$ cat config.mk
export PLATFORM = sky130hd
export DESIGN_NAME = glitc_align_ctrl
export DESIGN_NICKNAME = d
export VERILOG_FILES = /design/src/rtl/glitc_align_ctrl.sv
export SDC_FILE = /design/constraint.sdc
export NUM_CORES = 1
export LEC_CHECK = 0
export ABC_CLOCK_PERIOD_IN_PS = 5970
export CORE_UTILIZATION = 45
export DETAILED_ROUTE_END_ITERATION = 16
export DONT_BUFFER_PORTS = 1
export GPL_TIMING_DRIVEN = 1
export PLACE_DENSITY = 0.71
export SYNTH_ARGS = -nofsm -noshare
export SYNTH_HDL_FRONTEND = slang
export SYNTH_SLANG_ARGS = --single-unit
$ cat constraint.sdc
create_clock -name clk_i -period 5.97 [get_ports clk_i]
set_input_delay 1.791 -clock clk_i [delete_from_list [all_inputs] [get_ports clk_i]]
set_output_delay 1.791 -clock clk_i [all_outputs]
set_load 0.1 [all_outputs]
$ cat src/rtl/glitc_align_ctrl.sv
`default_nettype none
// ============================================================================
// Module      : glitc_align_ctrl
// Description : Per-channel training controller for the GLITC input path
//               (IDELAY + ISERDES 1:4). It sweeps all 32 IDELAY taps and
//               checks the deserialized word against PATTERN at each tap.
//               It then loads the centre of the longest passing window. If
//               no window is wide enough, it issues a bitslip and rescans.
// Ports       : clk_i      control clock
//               rst_i      synchronous active-high reset
//               start_i    one-cycle alignment request (ignored while busy)
//               serdes_i   4-bit deserialized word (already in clk_i domain)
//               delay_o    IDELAY tap value
//               load_o     one-cycle IDELAY load strobe
//               bitslip_o  one-cycle ISERDES bitslip strobe
//               busy_o     alignment in progress
//               done_o     sticky success flag
//               fail_o     sticky failure flag
//               eye_o      pass map of the last scan (bit n = tap n passed)
//               slips_o    bitslips issued in the current/last run
// Revision    : 1.0 - initial release
// ============================================================================
module glitc_align_ctrl #(
    parameter logic [3:0] PATTERN       = 4'b1010,
    parameter int         SETTLE_CYCLES = 16,
    parameter int         NSAMPLES      = 64,
    parameter int         MIN_EYE       = 4,
    parameter int         MAX_SLIPS     = 4,
    parameter int         SLIP_WAIT     = 32
) (
    input  logic        clk_i,
    input  logic        rst_i,
    input  logic        start_i,
    input  logic [3:0]  serdes_i,
    output logic [4:0]  delay_o,
    output logic        load_o,
    output logic        bitslip_o,
    output logic        busy_o,
    output logic        done_o,
    output logic        fail_o,
    output logic [31:0] eye_o,
    output logic [2:0]  slips_o
);

    localparam logic [7:0] c_settle_last = 8'(SETTLE_CYCLES - 1);
    localparam logic [7:0] c_sample_last = 8'(NSAMPLES - 1);
    localparam logic [7:0] c_slip_last   = 8'(SLIP_WAIT - 1);
    localparam logic [5:0] c_min_eye     = 6'(MIN_EYE);
    localparam logic [2:0] c_max_slips   = 3'(MAX_SLIPS);

    typedef enum logic [3:0] {
        S_IDLE      = 4'd0,
        S_LOAD      = 4'd1,
        S_SETTLE    = 4'd2,
        S_SAMPLE    = 4'd3,
        S_NEXT      = 4'd4,
        S_ANALYZE   = 4'd5,
        S_SLIP      = 4'd6,
        S_SLIP_WAIT = 4'd7,
        S_APPLY     = 4'd8,
        S_DONE      = 4'd9,
        S_FAIL      = 4'd10
    } state_t;

    state_t      r_state;
    logic [5:0]  r_tap;         // scan tap, reused as the analysis index
    logic [7:0]  r_cnt;
    logic        r_pass;
    logic [4:0]  r_delay;
    logic        r_load;
    logic        r_bitslip;
    logic        r_busy;
    logic        r_done;
    logic        r_fail;
    logic [31:0] r_eye;
    logic [2:0]  r_slips;
    logic [4:0]  r_cur_start;
    logic [5:0]  r_cur_len;
    logic [4:0]  r_best_start;
    logic [5:0]  r_best_len;

    logic        w_match;
    logic        w_bit;
    logic [4:0]  w_cur_start;
    logic [5:0]  w_cur_len;
    logic [4:0]  w_best_start;
    logic [5:0]  w_best_len;

    assign w_match = (serdes_i == PATTERN);

    // Run tracking for the tap under analysis. The "next" best values feed
    // both the registers and the final decision, so tap 31 counts in the
    // verdict in the same cycle it is examined.
    always_comb begin
        w_bit        = r_eye[r_tap[4:0]];
        w_cur_start  = r_cur_start;
        w_cur_len    = 6'd0;
        w_best_start = r_best_start;
        w_best_len   = r_best_len;
        if (w_bit) begin
            w_cur_len = r_cur_len + 6'd1;
            if (r_cur_len == 6'd0) begin
                w_cur_start = r_tap[4:0];
            end
        end
        // Strictly longer only: on a tie the earlier window is kept.
        if (w_cur_len > r_best_len) begin
            w_best_len   = w_cur_len;
            w_best_start = w_cur_start;
        end
    end

    always_ff @(posedge clk_i) begin
        if (rst_i) begin
            r_state      <= S_IDLE;
            r_tap        <= 6'd0;
            r_cnt        <= 8'd0;
            r_pass       <= 1'b0;
            r_delay      <= 5'd0;
            r_load       <= 1'b0;
            r_bitslip    <= 1'b0;
            r_busy       <= 1'b0;
            r_done       <= 1'b0;
            r_fail       <= 1'b0;
            r_eye        <= 32'd0;
            r_slips      <= 3'd0;
            r_cur_start  <= 5'd0;
            r_cur_len    <= 6'd0;
            r_best_start <= 5'd0;
            r_best_len   <= 6'd0;
        end else begin
            // Strobes are set on the transition into the state that owns
            // them, so they are high exactly during that state's cycle.
            r_load    <= 1'b0;
            r_bitslip <= 1'b0;
            case (r_state)
                S_IDLE, S_DONE, S_FAIL: begin
                    if (start_i) begin
                        r_busy  <= 1'b1;
                        r_done  <= 1'b0;
                        r_fail  <= 1'b0;
                        r_slips <= 3'd0;
                        r_tap   <= 6'd0;
                        r_eye   <= 32'd0;
                        r_delay <= 5'd0;
                        r_load  <= 1'b1;
                        r_state <= S_LOAD;
                    end
                end
                S_LOAD: begin
                    r_cnt   <= 8'd0;
                    r_state <= S_SETTLE;
                end
                S_SETTLE: begin
                    if (r_cnt == c_settle_last) begin
                        r_cnt   <= 8'd0;
                        r_pass  <= 1'b1;
                        r_state <= S_SAMPLE;
                    end else begin
                        r_cnt <= r_cnt + 8'd1;
                    end
                end
                S_SAMPLE: begin
                    if (!w_match) begin
                        r_pass <= 1'b0;
                    end
                    if (r_cnt == c_sample_last) begin
                        r_eye[r_tap[4:0]] <= r_pass & w_match;
                        r_state           <= S_NEXT;
                    end else begin
                        r_cnt <= r_cnt + 8'd1;
                    end
                end
                S_NEXT: begin
                    if (r_tap == 6'd31) begin
                        r_tap        <= 6'd0;
                        r_cur_start  <= 5'd0;
                        r_cur_len    <= 6'd0;
                        r_best_start <= 5'd0;
                        r_best_len   <= 6'd0;
                        r_state      <= S_ANALYZE;
                    end else begin
                        r_tap   <= r_tap + 6'd1;
                        r_delay <= r_tap[4:0] + 5'd1;
                        r_load  <= 1'b1;
                        r_state <= S_LOAD;
                    end
                end
                S_ANALYZE: begin
                    r_cur_start  <= w_cur_start;
                    r_cur_len    <= w_cur_len;
                    r_best_start <= w_best_start;
                    r_best_len   <= w_best_len;
                    if (r_tap == 6'd31) begin
                        r_tap <= 6'd0;
                        if (w_best_len >= c_min_eye) begin
                            // Centre always fits in 5 bits: start + half-len <= 31.
                            r_delay <= 5'({1'b0, w_best_start} + ((w_best_len - 6'd1) >> 1));
                            r_load  <= 1'b1;
                            r_state <= S_APPLY;
                        end else if (r_slips < c_max_slips) begin
                            r_bitslip <= 1'b1;
                            r_slips   <= r_slips + 3'd1;
                            r_eye     <= 32'd0;
                            r_state   <= S_SLIP;
                        end else begin
                            r_delay <= 5'd0;
                            r_load  <= 1'b1;
                            r_busy  <= 1'b0;
                            r_fail  <= 1'b1;
                            r_state <= S_FAIL;
                        end
                    end else begin
                        r_tap <= r_tap + 6'd1;
                    end
                end
                S_SLIP: begin
                    r_cnt   <= 8'd0;
                    r_state <= S_SLIP_WAIT;
                end
                S_SLIP_WAIT: begin
                    if (r_cnt == c_slip_last) begin
                        r_delay <= 5'd0;
                        r_load  <= 1'b1;
                        r_state <= S_LOAD;
                    end else begin
                        r_cnt <= r_cnt + 8'd1;
                    end
                end
                S_APPLY: begin
                    r_busy  <= 1'b0;
                    r_done  <= 1'b1;
                    r_state <= S_DONE;
                end
                default: begin
                    r_state <= S_IDLE;
                end
            endcase
        end
    end

    assign delay_o   = r_delay;
    assign load_o    = r_load;
    assign bitslip_o = r_bitslip;
    assign busy_o    = r_busy;
    assign done_o    = r_done;
    assign fail_o    = r_fail;
    assign eye_o     = r_eye;
    assign slips_o   = r_slips;

endmodule
`default_nettype wire

; ---- After elaboration in Yosys (flattened, before gate mapping)
; Cells that the tools add are included.
[op_classes]
add_sub_neg = 7
order_cmp = 5
n_eq_ne = 29
n_mux = 72
bitwise = 3
reduce_logical = 27
[ops]
columns = cell, count
row1 = 32-bit two-way mux, 5
row2 = 32-bit case mux with 3 select lines, 1
row3 = 5-bit two-way mux, 10
row4 = 4-bit case mux with 9 select lines, 1
row5 = 6-bit case mux with 2 select lines, 3
row6 = 32-bit bitwise mux, 1
row7 = 8-bit case mux with 4 select lines, 1
row8 = 6-bit two-way mux, 5
row9 = 4-bit two-way mux, 7
row10 = "2-bit != test, second input constant", 13
row11 = 8-bit two-way mux, 3
row12 = 5-bit case mux with 2 select lines, 2
row13 = 5-bit case mux with 4 select lines, 1
row14 = 5-bit AND reduction, 4
row15 = 1-bit two-way mux, 19
row16 = "4-bit by 3-bit equality test with 1-bit output, second input constant", 4
row17 = "4-bit equality test, second input constant", 4
row18 = 3-bit two-way mux, 5
row19 = "6-bit by 1-bit adder with 6-bit output, second input constant", 2
row20 = 6-bit AND reduction, 2
row21 = 2-bit nonzero test, 5
row22 = "8-bit by 1-bit adder with 8-bit output, second input constant", 1
row23 = "4-bit by 2-bit equality test with 1-bit output, second input constant", 2
row24 = "8-bit by 4-bit equality test with 1-bit output, second input constant", 1
row25 = 32 further kinds, 41
[totals]
ff_bits = 86
in_bits = 7
out_inout_bits = 45
wordCells = 159

; ---- Depth between registers and ports, before layout
; Gate-level depths: netlist of the first run.
[logic_depth]
ltp_word = 10
mapped_depth = 29
mapped_depth_nobuf = 26

; ---- Worst setup path after synthesis of the first run
; Ideal clock, no wire load.
[synth_path]
kind = register to register
start = register r_eye[1] (netlist: eye_o[1])
end = register r_delay[4] (netlist: delay_o[4])
setup_time_ns = 0.120
arrival_ns = 5.664
required_ns = 5.850
slack_ns = 0.187
stages_incl_launch_ff = 28
path_buffers = 2
period_less_slack_ns = 5.783
cell_sequence = dfxtp_1 > mux4_2 > nor2_1 > o41a_2 > nand2_1 > nand2_1 > inv_1 > ha_1 > nand2_1 > o21ai_0 > maj3_1 > a32oi_1 > o21ai_0 > a22o_1 > buf_2 > buf_2 > a21oi_1 > ha_1 > inv_1 > ha_1 > inv_1 > fa_1 > nor2b_1 > o21ai_0 > nand2b_1 > xor2_1 > nor4_1 > a211o_1
[synth_between]
elab_chain_len = 10
word_cells_on_any_way = 15
classes_between = add/sub: 2 / order compare: 2 / eq/ne: 1 / mux: 9 / reduce/logical: 1
[synth_lines]
columns = element, line_no
row1 = "start, declared", 75  ; logic [31:0] r_eye;
row2 = "start signal, assigned by index", 168  ; r_eye[r_tap[4:0]] <= r_pass & w_match;
row3 = 1-bit binary-select mux with 5-bit select (*), 95  ; w_bit = r_eye[r_tap[4:0]];
row4 = 1-bit two-way mux (implied by the code) (*), 95
row5 = 6-bit two-way mux, 100  ; if (w_bit) begin
row6 = 6-bit > comparator, 107  ; if (w_cur_len > r_best_len) begin
row7 = 6-bit two-way mux, 107
row8 = 6-bit by 1-bit subtractor with 6-bit output, 198  ; r_delay <= 5'({1'b0, w_best_start} + ((w_best_len - 6'd1) >> 1));
row9 = 5-bit adder, 198
row10 = 5-bit two-way mux, 196  ; if (w_best_len >= c_min_eye) begin
row11 = 5-bit two-way mux, 194  ; if (r_tap == 6'd31) begin
row12 = 5-bit case mux with 4 select lines, 136  ; case (r_state)
row13 = "end signal, assigned", 184  ; r_delay <= r_tap[4:0] + 5'd1;
row14 = "end signal, assigned", 198
row15 = "end, declared", 69  ; logic [4:0] r_delay;
; Every way passes the cells marked *; elsewhere a longest branch is shown, timed or not. The select of a mux whose other input is x is not followed.
; A chain may end at the register's enable or synchronous reset.

; ---- Worst setup path after layout of the first run
[layout_path]
start = register r_tap[0]
end = register r_delay[4] (netlist: delay_o[4])
[layout_between]
elab_chain_len = 10
word_cells_on_any_way = 21
classes_between = add/sub: 3 / order compare: 2 / eq/ne: 4 / mux: 11 / reduce/logical: 1
[layout_lines]
columns = element, line_no
row1 = "start, declared", 66  ; logic [5:0] r_tap;
row2 = "start signal, assigned", 183  ; r_tap <= r_tap + 6'd1;
row3 = "start signal, assigned", 214  ; r_tap <= r_tap + 6'd1;
row4 = 1-bit binary-select mux with 5-bit select, 95
row5 = 1-bit two-way mux (implied by the code), 95
row6 = 6-bit two-way mux, 100
row7 = 6-bit > comparator, 107
row8 = 6-bit two-way mux, 107
row9 = 6-bit by 1-bit subtractor with 6-bit output, 198
row10 = 5-bit adder, 198
row11 = 5-bit two-way mux, 196
row12 = 5-bit two-way mux, 194
row13 = 5-bit case mux with 4 select lines, 136
; Several ways; a longest one is shown, not always the timed one. The select of a mux whose other input is x is not followed.

==> impl_results.html, run 1 <==
<table>
<tr><th>Metric</th><th>Value</th></tr>
<tr><th colspan="2">Die</th></tr>
<tr><td>Core footprint</td><td>11500 µm²</td></tr>
<tr><td>Top-Level Pins</td><td>52</td></tr>
<tr><td>Effective utilization at floorplan</td><td>46.6%</td></tr>
<tr><td>Die footprint</td><td>12400 µm²</td></tr>
<tr><td># rows</td><td>39</td></tr>
<tr><td>Chip Width</td><td>111 µm</td></tr>
<tr><td>Height of the chip</td><td>111 µm</td></tr>
<tr><th colspan="2">GRT</th></tr>
<tr><td>Initial antenna violation count</td><td>0</td></tr>
<tr><td>Maximum number of pins on one net before global-route repair</td><td>75</td></tr>
<tr><td>Sum of overflow across all layers after global routing</td><td>0</td></tr>
<tr><td>Overall track demand over capacity in global routing</td><td>25.5%</td></tr>
<tr><td>Via count of the first global-routing pass</td><td>5024</td></tr>
<tr><td>First-pass GRT wire length</td><td>25500 µm</td></tr>
<tr><th colspan="2">Final layout</th></tr>
<tr><td>Multi-input gate area</td><td>3370 µm²</td></tr>
<tr><td>Antenna Diode Count</td><td>0</td></tr>
<tr><td>Area taken by flip-flops and latches</td><td>1730 µm²</td></tr>
<tr><td>Fin cells</td><td>847</td></tr>
<tr><td>Signed area change from the synthesized netlist to the final layout</td><td>12.9%</td></tr>
<tr><td>Fraction of layout cells with a size suffix above 1</td><td>12.6%</td></tr>
<tr><td>Number of filler cells placed in the layout</td><td>1072</td></tr>
<tr><td>Layout net count</td><td>723</td></tr>
<tr><td>Final standard cell utilization of the core</td><td>52.6%</td></tr>
<tr><th colspan="2">Critical path</th></tr>
<tr><td>Cell family with the largest share of critical-path delay</td><td>adder cells</td></tr>
<tr><td>Slowest cell on the critical path</td><td>sky130_fd_sc_hd__mux4_1</td></tr>
<tr><td>Maximum fanout along the worst path</td><td>15</td></tr>
<tr><td>Startpoint type of the worst setup path</td><td>flip-flop</td></tr>
<tr><td>Setup Crit Path Kind</td><td>reg2reg</td></tr>
<tr><td>Sum of buffers and inverters on the critical path</td><td>3</td></tr>
<tr><td>CP Data Required Time</td><td>6.20 ns</td></tr>
<tr><td>Type of destination of the critical path</td><td>flip-flop</td></tr>
<tr><td>Arrival @ worst endpoint</td><td>5.82 ns</td></tr>
<tr><td>Biggest cell delay along the critical path</td><td>0.57 ns</td></tr>
<tr><th colspan="2">Routing</th></tr>
<tr><td>DRT antenna net count</td><td>0</td></tr>
<tr><td>Wire length per cell after detailed routing</td><td>18.5 µm</td></tr>
<tr><td>M1 WL</td><td>6690 µm</td></tr>
<tr><td>Vias/cell</td><td>6.29</td></tr>
<tr><td>Iteration-0 DRC count of the detailed router</td><td>452</td></tr>
<tr><td>Highest metal layer used by the detailed router</td><td>met4</td></tr>
<tr><td>Final Routed Wirelength</td><td>15600 µm</td></tr>
<tr><td>Total via count after detailed routing</td><td>5325</td></tr>
<tr><td>Post-detailed-route DRC marker count</td><td>0</td></tr>
<tr><td>Number of optimization iterations in the first detailed-route pass</td><td>5</td></tr>
<tr><td>Routed wire length on met2</td><td>7510 µm</td></tr>
<tr><td>Met3 routed WL</td><td>1040 µm</td></tr>
<tr><th colspan="2">Clock network</th></tr>
<tr><td>CTS Root Buffer Type</td><td>sky130_fd_sc_hd__clkbuf_16</td></tr>
<tr><td>Number of buffers inserted during clock tree synthesis</td><td>9</td></tr>
<tr><td>Insertion delay to the later sink of the worst-skew pair</td><td>0.34 ns</td></tr>
<tr><td>Number of H-tree levels</td><td>3</td></tr>
<tr><td>Clock sink count</td><td>86</td></tr>
<tr><td>TritonCTS clock tree</td><td>done</td></tr>
<tr><td>Maximum clock insertion buffer count</td><td>2</td></tr>
<tr><td>Post-CTS clock slew at the launch and capture registers of the worst setup and hold paths</td><td>0.06 ns</td></tr>
<tr><th colspan="2">Timing</th></tr>
<tr><td>Worst relative slew slack</td><td>20.3%</td></tr>
<tr><td>Fmax</td><td>179 MHz</td></tr>
<tr><td>Post-route minimum period</td><td>5.58 ns</td></tr>
<tr><td>Worst clock skew</td><td>0.00420 ns</td></tr>
<tr><td>Accumulated negative setup slack</td><td>0 ns</td></tr>
<tr><td>Final setup violating endpoints</td><td>0</td></tr>
<tr><td>Number of slew-limit violations in the final report</td><td>0</td></tr>
<tr><td>Endpoints failing hold</td><td>0</td></tr>
<tr><td>Portion of the clock cycle consumed by the worst path in the final layout</td><td>93.5%</td></tr>
<tr><td>Setup repair after global routing missed its margin</td><td>false</td></tr>
<tr><td>Transition time at the pin with the least slew margin</td><td>1.19 ns</td></tr>
<tr><th colspan="2">Outcome</th></tr>
<tr><td>Outcome</td><td>finished clean</td></tr>
<tr><th colspan="2">Synth</th></tr>
<tr><td>Synth Register Bits</td><td>86</td></tr>
<tr><td>Number of cells produced by synthesis</td><td>699</td></tr>
<tr><td>Post-Syn Area per Cell</td><td>7.68 µm²</td></tr>
<tr><td>Library cells used by synthesis</td><td>68</td></tr>
<tr><td>Post-synthesis cell area</td><td>5370 µm²</td></tr>
<tr><td>Post-Synthesis Net Count</td><td>723</td></tr>
<tr><td>Seq/Total Area, Yosys</td><td>32.1%</td></tr>
<tr><td>Synth async-reset ratio</td><td>0%</td></tr>
<tr><td>Total of warnings raised by yosys</td><td>0</td></tr>
<tr><td>EDFF count, synth</td><td>0</td></tr>
<tr><td>Commonest register cell after synthesis</td><td>sky130_fd_sc_hd__dfxtp_1</td></tr>
<tr><th colspan="2">Pwr</th></tr>
<tr><td>Power per standard cell area</td><td>287 nW/µm²</td></tr>
<tr><td>Leakage Power</td><td>0.00234 µW</td></tr>
<tr><td>Max VDD drop</td><td>0.000317 V</td></tr>
<tr><th colspan="2">Placement</th></tr>
<tr><td>Placed Instances</td><td>830</td></tr>
<tr><td>GPL Wtd Cong</td><td>0.968</td></tr>
<tr><td>Hpwl dp</td><td>10900 µm</td></tr>
<tr><td>Number of port buffers</td><td>0</td></tr>
<tr><th colspan="2">Worst hold path</th></tr>
<tr><td>Class of the tightest hold or removal check</td><td>reg2reg</td></tr>
<tr><th colspan="2">Run</th></tr>
<tr><td>MaxCap Viol Count</td><td>0</td></tr>
</table>
==> synthesized netlist by cell type, types with 12 or more instances <==
cell                       instances  area share [%]
sky130_fd_sc_hd__o31ai_1          29             4.1
sky130_fd_sc_hd__o21ai_0          32             3.0
sky130_fd_sc_hd__xor2_1           12             2.0
sky130_fd_sc_hd__nor2_1           86             6.0
sky130_fd_sc_hd__a31oi_1          12             1.4
sky130_fd_sc_hd__inv_1            19             1.3
sky130_fd_sc_hd__dfxtp_1          86              32
sky130_fd_sc_hd__a21oi_1          92             8.6
sky130_fd_sc_hd__ha_1             16             3.7
sky130_fd_sc_hd__a22oi_1          23             3.2
sky130_fd_sc_hd__clkbuf_1         42             2.9
sky130_fd_sc_hd__nor3_1           18             1.7
sky130_fd_sc_hd__nand2_1          74             5.2
==> cell type report <==
type / instances / share of cell area, %
multi-input combinational: 535 / 55.6
sequential: 86 / 28.5
timing repair buffer: 47 / 5.82
clock buffer: 10 / 3.94
tap: 143 / 2.95
clock inverter: 6 / 1.94
inverter: 20 / 1.24
==> per-layer routing <==
layer  up-vias  GRT usage (%)
met5         -              0
met4         0           10.5
met3        39           4.21
met2       235           42.3
met1      2511           32.7
li1       2540              -
==> per-stage QoR <==
| stage | setup WS [ns] | power, µW | hold WS [ns] | instance area (µm²) |
|---|---|---|---|---|
| after global routing | 0.0348 | 1820 | 0.514 | 6060 |
| after CTS | 0.0486 | 1740 | 0.471 | 6020 |
| final | 0.387 | 1740 | 0.476 | 6060 |
| after detailed placement | 0.0819 | 1070 | 0.462 | 5670 |
| after floorplan | 0.187 | 990 | 0.441 | 5370 |
| after global placement | 0.358 | 1060 | 0.448 | 5670 |
==> repair_timing <==
item / in CTS / in global routing
buffers inserted: 0 / 1
resized for setup: 0 / 10
hold buffers: 0 / 0
endpoints found under the setup margin: 0 / 2
==> worst register-to-register path: stages (launching register included) <==
cell and delay (ns):
sky130_fd_sc_hd__dfxtp_4 0.42, sky130_fd_sc_hd__mux4_1 0.57, sky130_fd_sc_hd__a22oi_1 0.21, sky130_fd_sc_hd__and2_2 0.25, sky130_fd_sc_hd__nand2_1 0.10, sky130_fd_sc_hd__nand2_1 0.10, sky130_fd_sc_hd__inv_1 0.06, sky130_fd_sc_hd__ha_1 0.29
sky130_fd_sc_hd__nor2b_1 0.19, sky130_fd_sc_hd__o21ai_0 0.14, sky130_fd_sc_hd__maj3_1 0.41, sky130_fd_sc_hd__a32oi_1 0.15, sky130_fd_sc_hd__o21ai_0 0.17, sky130_fd_sc_hd__a22o_2 0.37, sky130_fd_sc_hd__nor2_1 0.17, sky130_fd_sc_hd__a21oi_2 0.06
sky130_fd_sc_hd__ha_1 0.29, sky130_fd_sc_hd__inv_1 0.06, sky130_fd_sc_hd__ha_1 0.16, sky130_fd_sc_hd__inv_1 0.05, sky130_fd_sc_hd__fa_1 0.41, sky130_fd_sc_hd__nor2b_1 0.13, sky130_fd_sc_hd__o21ai_0 0.08, sky130_fd_sc_hd__nand2b_1 0.09
sky130_fd_sc_hd__xor2_1 0.20, sky130_fd_sc_hd__nor4_1 0.08, sky130_fd_sc_hd__a211o_1 0.26
==> logic make-up (layout without fill, tap and decap cells) <==
logic type | after synthesis | count (layout) | synth area share, %
compound gates | 240 | 240 | 28.5
simple gates | 238 | 238 | 20.7
flops | 86 | 86 | 32.1
buf+inv | 78 | 83 | 5.83
xor+xnor | 21 | 21 | 3.43
fa+ha+maj | 18 | 18 | 4.29
mux | 18 | 18 | 5.13
==> layout by cell type, fill, tap and decap left out, types with 6 or more instances in the layout <==
master,count
sky130_fd_sc_hd__nand3_1,7
sky130_fd_sc_hd__buf_4,47
sky130_fd_sc_hd__a22o_1,7
sky130_fd_sc_hd__mux4_2,6
sky130_fd_sc_hd__and3_1,7
sky130_fd_sc_hd__nor2_1,86
sky130_fd_sc_hd__inv_1,19
sky130_fd_sc_hd__o21ai_0,32
sky130_fd_sc_hd__a22oi_1,22
sky130_fd_sc_hd__nor3_1,18
sky130_fd_sc_hd__nor2b_1,6
sky130_fd_sc_hd__xnor2_1,9
sky130_fd_sc_hd__xor2_1,12
sky130_fd_sc_hd__ha_1,16
sky130_fd_sc_hd__a21oi_1,91
sky130_fd_sc_hd__o31ai_1,28
sky130_fd_sc_hd__a211oi_1,7
sky130_fd_sc_hd__clkbuf_16,9
sky130_fd_sc_hd__dfxtp_1,83
sky130_fd_sc_hd__nand2_1,74
sky130_fd_sc_hd__mux2i_1,8
sky130_fd_sc_hd__a31oi_1,12
==> flip-flops by register name (all words and copies together) (netlist names) <==
name          flops
bitslip_o         1
busy_o            1
delay_o           5
done_o            1
eye_o            32
fail_o            1
load_o            1
r_best_len        6
r_best_start      5
r_cnt             8
r_cur_len         6
r_cur_start       5
r_pass            1
r_state           4
r_tap             6
slips_o           3
==> report_power, final <==
part	leakage, µW	switching [µW]	internal, µW
clock	0.000171	246	424
combinational	0.00147	252	106
sequential	0.000696	117	596
==> path summary, 6_finish.rpt <==
kind | startpoint | to | slack [ns] | cells after the start
worst max-delay path | r_tap[0] | delay_o[4] | 0.39 | 26
worst min-delay path | r_tap[5] | r_tap[5] | 0.48 | 1
worst min register to register | r_tap[5] | r_tap[5] | 0.48 | 1
worst max register to register | r_tap[0] | delay_o[4] | 0.39 | 26
No activity file was read; power rests on OpenSTA's default activity.
==> inputs of run 2 (changes only) <==
==> config.mk (replaced) <==
export PLATFORM = sky130hd
export DESIGN_NAME = glitc_align_ctrl
export DESIGN_NICKNAME = d
export VERILOG_FILES = /design/src/rtl/glitc_align_ctrl.sv
export SDC_FILE = /design/constraint.sdc
export NUM_CORES = 1
export LEC_CHECK = 0
export CORE_UTILIZATION = 25
export DETAILED_ROUTE_END_ITERATION = 16
export DONT_BUFFER_PORTS = 1
export GPL_TIMING_DRIVEN = 1
export PLACE_DENSITY = 0.49
export SYNTH_ARGS = -nofsm -noshare
export SYNTH_HDL_FRONTEND = slang
export SYNTH_SLANG_ARGS = --single-unit
==> impl_results.html, run 2 (synthesis gave the netlist of run 1 again) <==
<table>
<tr><th>Metric</th><th>Value</th></tr>
<tr><th colspan="2">Outcome</th></tr>
<tr><td>Outcome</td><td>finished clean (unchanged)</td></tr>
<tr><th colspan="2">Final layout</th></tr>
<tr><td>Signed area change from the synthesized netlist to the final layout</td><td>13.9% (was 12.9%)</td></tr>
<tr><td>Layout net count</td><td>725 (was 723)</td></tr>
<tr><td>Most frequent cells in the layout</td><td>sky130_fd_sc_hd__a21oi_1, sky130_fd_sc_hd__nor2_1, sky130_fd_sc_hd__dfxtp_1 (unchanged)</td></tr>
<tr><td>Fin cells</td><td>979 (was 847)</td></tr>
<tr><td>Number of filler cells placed in the layout</td><td>2271 (was 1072)</td></tr>
<tr><td>Max reg flops</td><td>32 (unchanged)</td></tr>
<tr><td>Fraction of layout cells with a size suffix above 1</td><td>11.8% (was 12.6%)</td></tr>
<tr><td>Antenna Diode Count</td><td>0 (unchanged)</td></tr>
<tr><td>Most common cell after layout, fill and taps aside</td><td>sky130_fd_sc_hd__a21oi_1 (unchanged)</td></tr>
<tr><th colspan="2">Routing</th></tr>
<tr><td>Vias/cell</td><td>5.20 (was 6.29)</td></tr>
<tr><td>Total via count after detailed routing</td><td>5094 (was 5325)</td></tr>
<tr><td>Iteration-0 DRC count of the detailed router</td><td>448 (was 452)</td></tr>
<tr><td>DRT antenna net count</td><td>0 (unchanged)</td></tr>
<tr><td>Wire length per cell after detailed routing</td><td>17.2 µm (was 18.5 µm)</td></tr>
<tr><td>Number of optimization iterations in the first detailed-route pass</td><td>5 (unchanged)</td></tr>
<tr><td>Post-detailed-route DRC marker count</td><td>0 (unchanged)</td></tr>
<tr><td>Final Routed Wirelength</td><td>16800 µm (was 15600 µm)</td></tr>
<tr><th colspan="2">Critical path</th></tr>
<tr><td>Startpoint type of the worst setup path</td><td>flip-flop (unchanged)</td></tr>
<tr><td>Biggest cell delay along the critical path</td><td>0.56 ns (was 0.57 ns)</td></tr>
<tr><td>Worst reg2reg path endpoint</td><td>delay_o[4] (unchanged)</td></tr>
<tr><td>Type of destination of the critical path</td><td>flip-flop (unchanged)</td></tr>
<tr><td>Arrival @ worst endpoint</td><td>5.71 ns (was 5.82 ns)</td></tr>
<tr><td>Internal reg-to-reg setup slack</td><td>0.50 ns (was 0.39 ns)</td></tr>
<tr><td>Slowest cell on the critical path</td><td>sky130_fd_sc_hd__mux4_1 (unchanged)</td></tr>
<tr><td>Sum of buffers and inverters on the critical path</td><td>3 (unchanged)</td></tr>
<tr><td>Timing startpoint of the critical path</td><td>r_tap[0] (unchanged)</td></tr>
<tr><td>Setup Crit Path Kind</td><td>reg2reg (unchanged)</td></tr>
<tr><td>Number of cells on the worst reg-to-reg path</td><td>26 (unchanged)</td></tr>
<tr><td>Cell family with the largest share of critical-path delay</td><td>adder cells (unchanged)</td></tr>
<tr><td>Maximum fanout along the worst path</td><td>10 (was 15)</td></tr>
<tr><td>Launch instance of the worst register-to-register path</td><td>r_tap[0] (unchanged)</td></tr>
<tr><td>CP Data Required Time</td><td>6.21 ns (was 6.20 ns)</td></tr>
<tr><th colspan="2">Clock network</th></tr>
<tr><td>Insertion delay to the later sink of the worst-skew pair</td><td>0.36 ns (was 0.34 ns)</td></tr>
<tr><td>CTS Root Buffer Type</td><td>sky130_fd_sc_hd__clkbuf_16 (unchanged)</td></tr>
<tr><td>Clock sink count</td><td>86 (unchanged)</td></tr>
<tr><td>Maximum clock insertion buffer count</td><td>2 (unchanged)</td></tr>
<tr><td>Number of H-tree levels</td><td>3 (unchanged)</td></tr>
<tr><td>Post-CTS clock slew at the launch and capture registers of the worst setup and hold paths</td><td>0.07 ns (was 0.06 ns)</td></tr>
<tr><td>Number of buffers inserted during clock tree synthesis</td><td>9 (unchanged)</td></tr>
<tr><td>TritonCTS clock tree</td><td>done (unchanged)</td></tr>
<tr><th colspan="2">Pwr</th></tr>
<tr><td>Leakage Power</td><td>0.00230 µW (was 0.00234 µW)</td></tr>
<tr><td>Power per standard cell area</td><td>262 nW/µm² (was 287 nW/µm²)</td></tr>
<tr><td>Max VDD drop</td><td>0.000201 V (was 0.000317 V)</td></tr>
<tr><th colspan="2">Timing</th></tr>
<tr><td>Post-route minimum period</td><td>5.47 ns (was 5.58 ns)</td></tr>
<tr><td>Worst clock skew</td><td>0.0114 ns (was 0.00420 ns)</td></tr>
<tr><td>Final setup violating endpoints</td><td>0 (unchanged)</td></tr>
<tr><td>Fmax</td><td>183 MHz (was 179 MHz)</td></tr>
<tr><td>Transition time at the pin with the least slew margin</td><td>1.03 ns (was 1.19 ns)</td></tr>
<tr><td>Accumulated negative setup slack</td><td>0 ns (unchanged)</td></tr>
<tr><td>Setup repair after global routing missed its margin</td><td>false (unchanged)</td></tr>
<tr><td>Number of slew-limit violations in the final report</td><td>0 (unchanged)</td></tr>
<tr><td>Portion of the clock cycle consumed by the worst path in the final layout</td><td>91.6% (was 93.5%)</td></tr>
<tr><td>Endpoints failing hold</td><td>0 (unchanged)</td></tr>
<tr><td>Worst relative slew slack</td><td>31.2% (was 20.3%)</td></tr>
<tr><th colspan="2">Die</th></tr>
<tr><td>Core footprint</td><td>21000 µm² (was 11500 µm²)</td></tr>
<tr><td># rows</td><td>53 (was 39)</td></tr>
<tr><td>Height of the chip</td><td>148 µm (was 111 µm)</td></tr>
<tr><td>Die footprint</td><td>22100 µm² (was 12400 µm²)</td></tr>
<tr><td>Effective utilization at floorplan</td><td>25.5% (was 46.6%)</td></tr>
<tr><td>Chip Width</td><td>148 µm (was 111 µm)</td></tr>
<tr><td>Top-Level Pins</td><td>52 (unchanged)</td></tr>
<tr><th colspan="2">Worst hold path</th></tr>
<tr><td>Class of the tightest hold or removal check</td><td>reg2reg (unchanged)</td></tr>
<tr><td>Worst Min Path Start</td><td>r_tap[5] (unchanged)</td></tr>
<tr><td>Hold-critical path depth</td><td>1 (unchanged)</td></tr>
<tr><td>Worst hold path endpoint</td><td>r_tap[5] (unchanged)</td></tr>
<tr><th colspan="2">Placement</th></tr>
<tr><td>Number of port buffers</td><td>0 (unchanged)</td></tr>
<tr><td>Hpwl dp</td><td>11800 µm (was 10900 µm)</td></tr>
<tr><td>Placed Instances</td><td>965 (was 830)</td></tr>
<tr><td>GPL Wtd Cong</td><td>0.893 (was 0.968)</td></tr>
<tr><th colspan="2">GRT</th></tr>
<tr><td>Initial antenna violation count</td><td>0 (unchanged)</td></tr>
<tr><td>Via count of the first global-routing pass</td><td>4623 (was 5024)</td></tr>
<tr><td>Overall track demand over capacity in global routing</td><td>15.7% (was 25.5%)</td></tr>
<tr><td>Maximum number of pins on one net before global-route repair</td><td>75 (unchanged)</td></tr>
<tr><td>Sum of overflow across all layers after global routing</td><td>0 (unchanged)</td></tr>
<tr><td>First-pass GRT wire length</td><td>26700 µm (was 25500 µm)</td></tr>
<tr><th colspan="2">Run</th></tr>
<tr><td>MaxCap Viol Count</td><td>0 (unchanged)</td></tr>
</table>
run 2: cell count changes in the layout (fill, tap and decap cells not counted), sizes merged:
| cell | delta |
|---|---|
| buf | +2 |
| inv | -1 |
| bufinv | -3 |
| clkinv | +2 |
run 2: final cells by class:
class / count / area [µm²] / share of cell area [%]
Multi-Input combinational cell: 535 / 3350 / 54.7
Tap cell: 275 / 344 / 5.63
Clock buffer: 10 / 229 / 3.75
Inverter: 20 / 75.1 / 1.23
Sequential cell: 86 / 1720 / 28.2
Timing Repair Buffer: 49 / 368 / 6.02
Clock inverter: 4 / 26.3 / 0.430
run 2: metrics by stage:
stage                     utilization, %  area [µm²]  total power [µW]  hold WS [ns]  worst slack (ns)
after floorplan                        -        5370               990         0.441             0.187
after global placement              27.8        5850              1100         0.456             0.474
after detailed placement            27.8        5850              1090         0.463             0.373
after CTS                           29.1        6110              1620         0.478             0.340
after global routing                29.1        6110              1690         0.496            0.0126
final                               29.1        6110              1600         0.486             0.503
run 2: repair_timing:
item,4_1_cts,5_1_grt
setup endpoints to repair,0,1
endpoints found under the hold margin,0,0
buffers inserted,0,0
hold buffers,0,0
gates resized for setup,0,3
run 2: worst max-delay path by stage:
| stage | to | slack, ns | cells past startpoint |
|---|---|---|---|
| final | delay_o[4] | 0.50 | 26 |
| after global routing | delay_o[4] | 0.01 | 27 |
| after CTS | delay_o[4] | 0.34 | 26 |
| after detailed placement | delay_o[4] | 0.37 | 26 |
| after global placement | delay_o[4] | 0.47 | 26 |
| after floorplan | delay_o[4] | 0.19 | 27 |
run 2: layer usage:
metal  up-vias  part of all wire [%]  global-route usage (%)
li1       2544                     -                       -
met1      2432                    47                    20.9
met2       106                    47                    25.4
met3        12                   4.5                    2.85
met4         0                   1.2                    5.52
met5         -                     0                       0
run 2: power by group:
group | internal, µW | switching [µW]
registers | 596 | 117
logic | 111 | 258
clock network | 277 | 244
